### config.mk
export PLATFORM = sky130hd
export DESIGN_NAME = prog_loader
export DESIGN_NICKNAME = d
export VERILOG_FILES = /design/src/rtl/prog_loader.sv
export SDC_FILE = /design/constraint.sdc
export NUM_CORES = 1
export LEC_CHECK = 0
export CORE_ASPECT_RATIO = 0.7
export CORE_MARGIN = 1.5
export CORE_UTILIZATION = 46
export CTS_CLUSTER_SIZE = 25
export DETAILED_ROUTE_END_ITERATION = 16
export HOLD_SLACK_MARGIN = 0.12
export PLACE_DENSITY = 0.73
export SYNTH_ARGS = -nofsm -noshare
export SYNTH_HDL_FRONTEND = slang
export SYNTH_SLANG_ARGS = --single-unit
### constraint.sdc
create_clock -name clk -period 2.47 [get_ports clk]
set_input_delay 0.247 -clock clk [delete_from_list [all_inputs] [get_ports clk]]
set_output_delay 0.247 -clock clk [all_outputs]
set_load 0.02 [all_outputs]
### src/rtl/prog_loader.sv
// Byte-stream program loader: assembles little-endian words into instruction memory
// and holds the CPU in reset until a load succeeds. Optional trailer check: CHECKSUM_EN.
module prog_loader #(
  parameter int ADDR_W = 6
) (
  input  logic        clk,
  input  logic        reset,
  input  logic        start,
  input  logic [7:0]  rx_data,
  input  logic        rx_valid,
  output logic        rx_ready,
  output logic        imem_we,
  output logic [31:0] imem_addr,
  output logic [31:0] imem_wdata,
  output logic        cpu_reset,
  output logic        busy,
  output logic        done,
  output logic        err,
  output logic [15:0] word_count
);

  localparam logic [2:0] S_IDLE  = 3'd0;
  localparam logic [2:0] S_HDR   = 3'd1;
  localparam logic [2:0] S_DATA  = 3'd2;
  localparam logic [2:0] S_WRITE = 3'd3;
  localparam logic [2:0] S_DONE  = 3'd4;
  localparam logic [2:0] S_ERR   = 3'd5;
`ifdef CHECKSUM_EN
  localparam logic [2:0] S_CSUM  = 3'd6;
`endif

  localparam logic [16:0] MAX_WORDS = 17'd1 << ADDR_W;

  logic [2:0]  state_q, state_d;
  logic [1:0]  idx_q, idx_d;
  logic [15:0] n_q, n_d;
  logic [31:0] asm_q, asm_d;
  logic [15:0] wc_q, wc_d;
  logic [31:0] addr_q, addr_d;
  logic [31:0] wdata_q, wdata_d;
`ifdef CHECKSUM_EN
  logic [31:0] sum_q, sum_d;
`endif

  logic        fire;
  logic [31:0] full_word;
  logic [15:0] hdr_n;

  assign fire      = rx_valid && rx_ready;
  // Byte 3 completes a word, so it is merged straight from rx_data.
  assign full_word = {rx_data, asm_q[23:0]};
  assign hdr_n     = {rx_data, n_q[7:0]};

  always_comb begin
    rx_ready = (state_q == S_HDR) || (state_q == S_DATA);
    busy     = (state_q == S_HDR) || (state_q == S_DATA) || (state_q == S_WRITE);
`ifdef CHECKSUM_EN
    if (state_q == S_CSUM) begin
      rx_ready = 1'b1;
      busy     = 1'b1;
    end
`endif
  end

  assign imem_we    = (state_q == S_WRITE);
  assign done       = (state_q == S_DONE);
  assign err        = (state_q == S_ERR);
  assign cpu_reset  = (state_q != S_DONE);
  assign imem_addr  = addr_q;
  assign imem_wdata = wdata_q;
  assign word_count = wc_q;

  always_comb begin
    state_d = state_q;
    idx_d   = idx_q;
    n_d     = n_q;
    asm_d   = asm_q;
    wc_d    = wc_q;
    addr_d  = addr_q;
    wdata_d = wdata_q;
`ifdef CHECKSUM_EN
    sum_d   = sum_q;
`endif
    case (state_q)
      S_IDLE, S_DONE, S_ERR: begin
        if (start) begin
          state_d = S_HDR;
          idx_d   = 2'd0;
          wc_d    = 16'd0;
`ifdef CHECKSUM_EN
          sum_d   = 32'd0;
`endif
        end
      end
      S_HDR: begin
        if (fire) begin
          if (idx_q == 2'd0) begin
            n_d[7:0] = rx_data;
            idx_d    = 2'd1;
          end else begin
            n_d   = hdr_n;
            idx_d = 2'd0;
            if (hdr_n == 16'd0 || {1'b0, hdr_n} > MAX_WORDS) begin
              state_d = S_ERR;
            end else begin
              state_d = S_DATA;
            end
          end
        end
      end
      S_DATA: begin
        if (fire) begin
          asm_d[8*idx_q +: 8] = rx_data;
          idx_d = idx_q + 2'd1;
          if (idx_q == 2'd3) begin
            state_d = S_WRITE;
            addr_d  = {{(30-ADDR_W){1'b0}}, wc_q[ADDR_W-1:0], 2'b00};
            wdata_d = full_word;
          end
        end
      end
      S_WRITE: begin
        wc_d = wc_q + 16'd1;
`ifdef CHECKSUM_EN
        sum_d = sum_q + wdata_q;
        state_d = (wc_q + 16'd1 == n_q) ? S_CSUM : S_DATA;
`else
        state_d = (wc_q + 16'd1 == n_q) ? S_DONE : S_DATA;
`endif
      end
`ifdef CHECKSUM_EN
      S_CSUM: begin
        if (fire) begin
          asm_d[8*idx_q +: 8] = rx_data;
          idx_d = idx_q + 2'd1;
          if (idx_q == 2'd3) begin
            state_d = (full_word == sum_q) ? S_DONE : S_ERR;
          end
        end
      end
`endif
      default: state_d = S_IDLE;
    endcase
  end

  always_ff @(posedge clk) begin
    if (reset) begin
      state_q <= S_IDLE;
      idx_q   <= 2'd0;
      n_q     <= 16'd0;
      asm_q   <= 32'd0;
      wc_q    <= 16'd0;
      addr_q  <= 32'd0;
      wdata_q <= 32'd0;
`ifdef CHECKSUM_EN
      sum_q   <= 32'd0;
`endif
    end else begin
      state_q <= state_d;
      idx_q   <= idx_d;
      n_q     <= n_d;
      asm_q   <= asm_d;
      wc_q    <= wc_d;
      addr_q  <= addr_d;
      wdata_q <= wdata_d;
`ifdef CHECKSUM_EN
      sum_q   <= sum_d;
`endif
    end
  end

endmodule

---- Word level (Yosys, flattened, before mapping) ----
Index checks and enable logic that the tools add are counted.
storage, ports and cells
  logic and storage cells ................. 61
  input port bits ......................... 12
  register bits after elaboration ......... 107
  output and inout port bits .............. 86
operators by class
  bitwise logic cells ..................... 1
  equality and inequality tests ........... 13
  multiplexer cells ....................... 16
  shift-type cells ........................ 2
  magnitude comparators ................... 1
  add/subtract/negate cells ............... 3
  reduce and logical (&&, ||, !) cells .... 17
operators with widths
  cell                       count
  $neg A5 Y34                1
  $shift A8 B34 Y32 const A  1
  $shiftx A8 B34 Y32         1
  $bwmux W32                 1
  $pmux W16 S2               1
  $mux W3                    7
  $add A16 B1 Y16 const B    1
  $eq A16 B16 Y1             1
  $gt A16 B7 Y1 const B      1
  $logic_not A16 Y1          1
  $mux W16                   1
  $pmux W3 S4                1
  $reduce_and A3 Y1          3
  $ne A2 B2 Y1 const B       4
  $eq A3 B2 Y1 const B       2
  $eq A3 B3 Y1 const B       2
  $mux W2                    3
  $pmux W2 S3                1
  $reduce_and A5 Y1          1
  $reduce_and A2 Y1          2
  $reduce_and A4 Y1          1
  $eq A3 B1 Y1 const B       1
  $logic_not A3 Y1           1
  $logic_or A1 B1 Y1         3
  11 further kinds           11

---- Logic depth before layout (Yosys ltp) ----
Gate-level depths: netlist of run 1.
  depth after elaboration ................. 6
  gate-level depth with buffers ........... 8
  mapped depth without buffers ............ 7

---- Worst setup path after synthesis of run 1 ----
Ideal clock, no wire load.
  path kind ............................... reg-to-reg
  start ................................... reg wc_q[0], in the netlist word_count[0]
  end ..................................... reg state_q[2]
  setup slack ............................. -161 ps
  arrival ................................. 2,552 ps
  clock period less this slack ............ 2,631 ps
  stages on the path, launching flop included .. 8
  buffers on the path ..................... 0
  library setup time ...................... 79 ps
  data required time ...................... 2,391 ps
  cell sequence ........................... dfxtp_1 > ha_1 > nand3_2 > nor3_1 > xnor2_1 > a2111o_1 > or4_1 > a211oi_2
on the way
  cells in the longest elaborated chain, start to end .. 4
RTL lines
  element                   RTL line  text
  start: declaration        38        logic [15:0] wc_q, wc_d;
  start signal: assignment  163       wc_q <= wc_d;
  $add A16 B1 Y16           128       state_d = (wc_q + 16'd1 == n_q) ? S_DONE : S_DATA;
  $eq A16 B16 Y1            128
  $mux W3                   128
  $pmux W3 S4               84        case (state_q)
  end signal: assignment    159       state_q <= state_d;
  end: declaration          34        logic [2:0] state_q, state_d;
No other way between the ends.
A chain may end at the register's enable or synchronous reset.

---- Final worst setup path of run 1 ----
Ends and elaborated chain as after synthesis.

==> flow_summary.toml, run 1 <==
[sta]
setup_viol = 0
fin_skew_ps = 7.55
relSlewSlack = 0.649
final_max_slew_viol_count = 0
tightest_slew_ps = 526
min_period_over_period = 0.946
setup_slack_ps = 132
rsz0062_at_grt = "no"
setup_tns_ps = 0
timing.hold.ws_ps = 358
hold_violations = 0
max_clock_freq_ghz = 0.428
min_period_ps = 2340

[cts]
cts-hold-fix-buffers = 0
cts_root_buf = "clkbuf_16"
clock_sinks = 99
cts_tree = "built"
clock_latency_ps = 350
htree_levels = 3
cts_buffer_depth = 2
clk_pin_slew_ps = 70
cts_made_buffers = 9

[die]
die-height_um = 88.1
rows = 30
start_util = 0.482
die_w_um = 125
fp.coreArea_um2 = 9870
fp.dieArea_um2 = 11000
pin_count = 98

[drt]
wire_per_inst_um = 15.6
firstDrtPassIters = 7
initialDrtViolationCount = 383
postRouteAntennaNets = 0
vias_per_cell = 5.47
drt-total-wl_mm = 12.5
vias = 4390
drc = 0

[power]
pwr-share-clk = 0.370
power_mw = 4.08
peakVddDrop_mv = 0.425
power_frac_seq = 0.417
internal-power_mw = 2.89
p_sw_mw = 1.18
switching_share = 0.290
p_leak_nw = 2.21
comb_power_share = 0.213
powerDensity_nw_per_um2 = 683

[setup_path]
r2r_cells = 7
required_ps = 2740
arrival_ps = 2610
critPathKind = "reg2reg"
crit_fanout = 9
end_kind = "flop"
start_kind = "flop"

[layout]
fin_cells = 803
antennaDiodeCount = 0
fin_nets = 688
area_delta_synth_final_pct = 25.4
final_cell_area_um2 = 5960
post-route-util = 0.604
layout-drive-gt1-share = 0.102

[worst_hold_path]
hp-class = "in2reg"
whs_path_depth = 2

[logic_synthesis]
async_flop_share = 0
yosysSeqAreaShare = 0.417
ys_seq_elements = 99
synth_cell_types = 56
synth_ff_type = "dfxtp_1"
netlist_area_um2 = 4750
syn_area_per_cell_um2 = 7.99
synth_edf_count = 0
synth_cells = 595
yosys_warnings = 0

[global_routing]
track_usage = 0.227
grt_pass1_wl_mm = 19.7
grt-ovfl-total = 0
grt_max_degree = 43
antenna_found_initial = 0
grt_pass1_vias = 3992

[placed_design]
portBuffers = 71
globalplace.congestion = 0.938
dp_slack_ps = -5.31
dp_hpwl_mm = 8.81
dpl_cell_area_um2 = 5570
post-place-cells = 786

[outcome]
status = "finished clean"

[flow_run]
max_cap_viol_count = 0
## logic make-up (layout without fill, tap and decap cells)
group / Yosys count / count (layout) / synth area share
and+or+nand+nor: 251 / 251 / 0.246
muxes: 19 / 19 / 0.0403
other: 1 / 26 / 0.000789
xor gates and xnor gates: 23 / 23 / 0.0424
buffers and inverters: 71 / 126 / 0.0916
DFF: 99 / 99 / 0.417
AOI/OAI and AO/OA: 125 / 125 / 0.147
adders and majority gates: 6 / 6 / 0.0158
## layer usage
metal	global-route usage	wire length, um	vias to the layer above
met1	0.312	5910	2069
met4	0.0836	181	0
met5	0	0	-
met2	0.352	5630	169
met3	0.0513	779	16
li1	-	-	2136
## final cells by class
cell class                 count  area (um2)
clock buffer                  11         233
clock inverter                 5        85.1
timing repair buffer         104         978
multi-input combinational    450        2490
inverter                       6        22.5
fill                         870        3910
tap                          128         160
sequential                    99        2000
## worst max-delay path, stage by stage (launching register included)
cell      delay, ps
dfxtp_4         410
ha_2            240
nand3_4         140
nor3_4          230
xnor2_1         110
a2111o_1        410
or4_1           490
a211oi_2        220
## repair_timing
action                     CTS  global route
hold endpoints to repair     0             0
pin swaps                    0             2
setup buffers                0             1
setup endpoints to repair    1             2
resized for setup            5            11
## cell usage after synthesis (2+ instances only)
master | instances | area, um2
clkbuf_1 | 25 | 93.8
a21oi_1 | 83 | 415
and3_1 | 6 | 37.5
a31oi_1 | 3 | 18.8
nor3b_1 | 4 | 30.0
nor2b_1 | 3 | 18.8
inv_1 | 6 | 22.5
nor3_1 | 9 | 45.0
o2111ai_1 | 2 | 17.5
buf_6 | 7 | 78.8
nand2_1 | 122 | 458
o211ai_1 | 4 | 30.0
or3_1 | 5 | 31.3
o21ai_0 | 19 | 95.1
xnor2_1 | 16 | 140
nand2b_1 | 3 | 18.8
xor2_1 | 7 | 61.3
ha_1 | 6 | 75.1
or4_1 | 7 | 52.6
a311oi_1 | 2 | 17.5
buf_4 | 28 | 210
nor4_1 | 5 | 31.3
nor2_1 | 39 | 146
mux2i_1 | 18 | 180
buf_1 | 3 | 11.3
dfxtp_1 | 99 | 1980
nand3_1 | 29 | 145
and2_1 | 4 | 25.0
nand4_1 | 4 | 25.0
## registers in the layout (all words and copies together) (netlist names)
| register | count |
|---|---|
| n_q | 16 |
| idx_q | 2 |
| imem_wdata | 32 |
| asm_q | 24 |
| word_count | 16 |
| imem_addr | 6 |
| state_q | 3 |
## layout by cell type, fill, tap and decap left out, types with 16 or more instances in the layout
cell               n
buf_4             31
nor2_1            39
xnor2_1           16
a21oi_1           83
conb_1            26
o21ai_0           17
dfxtp_1           92
clkdlybuf4s50_1   70
nand3_1           29
nand2_1          122
mux2i_1           18
## power by group through the flow
| stage | Clock [mW] | Sequential [mW] | Combinational [mW] |
|---|---|---|---|
| 2_1_floorplan | 0 | 1.72 | 0.606 |
| 3_3_place_gp | 0 | 1.74 | 0.840 |
| 3_5_place_dp | 0 | 1.74 | 0.847 |
| 4_1_cts | 1.53 | 1.70 | 0.856 |
| 5_1_grt | 1.59 | 1.70 | 0.941 |
| 6_report | 1.51 | 1.70 | 0.868 |
## path summary, 6_finish.rpt
path | startpoint | to | slack (ps)
setup / recovery | word_count[0]$_SDFFE_PP0P_ | state_q[2]$_SDFFE_PP0P_ | 130
hold / removal | reset | n_q[7]$_SDFFE_PP0P_ | 360
setup reg to reg | word_count[0]$_SDFFE_PP0P_ | state_q[2]$_SDFFE_PP0P_ | 130
hold reg to reg | asm_q[12]$_SDFFE_PP0P_ | asm_q[12]$_SDFFE_PP0P_ | 450
Note: power is estimated with default switching activity, not from simulation.
==> run 2, diff against run 1 <==
- SLEW_MARGIN: default -> 10
==> results of run 2 <==
The final DEF is identical to that of run 1; final timing and power are the same.
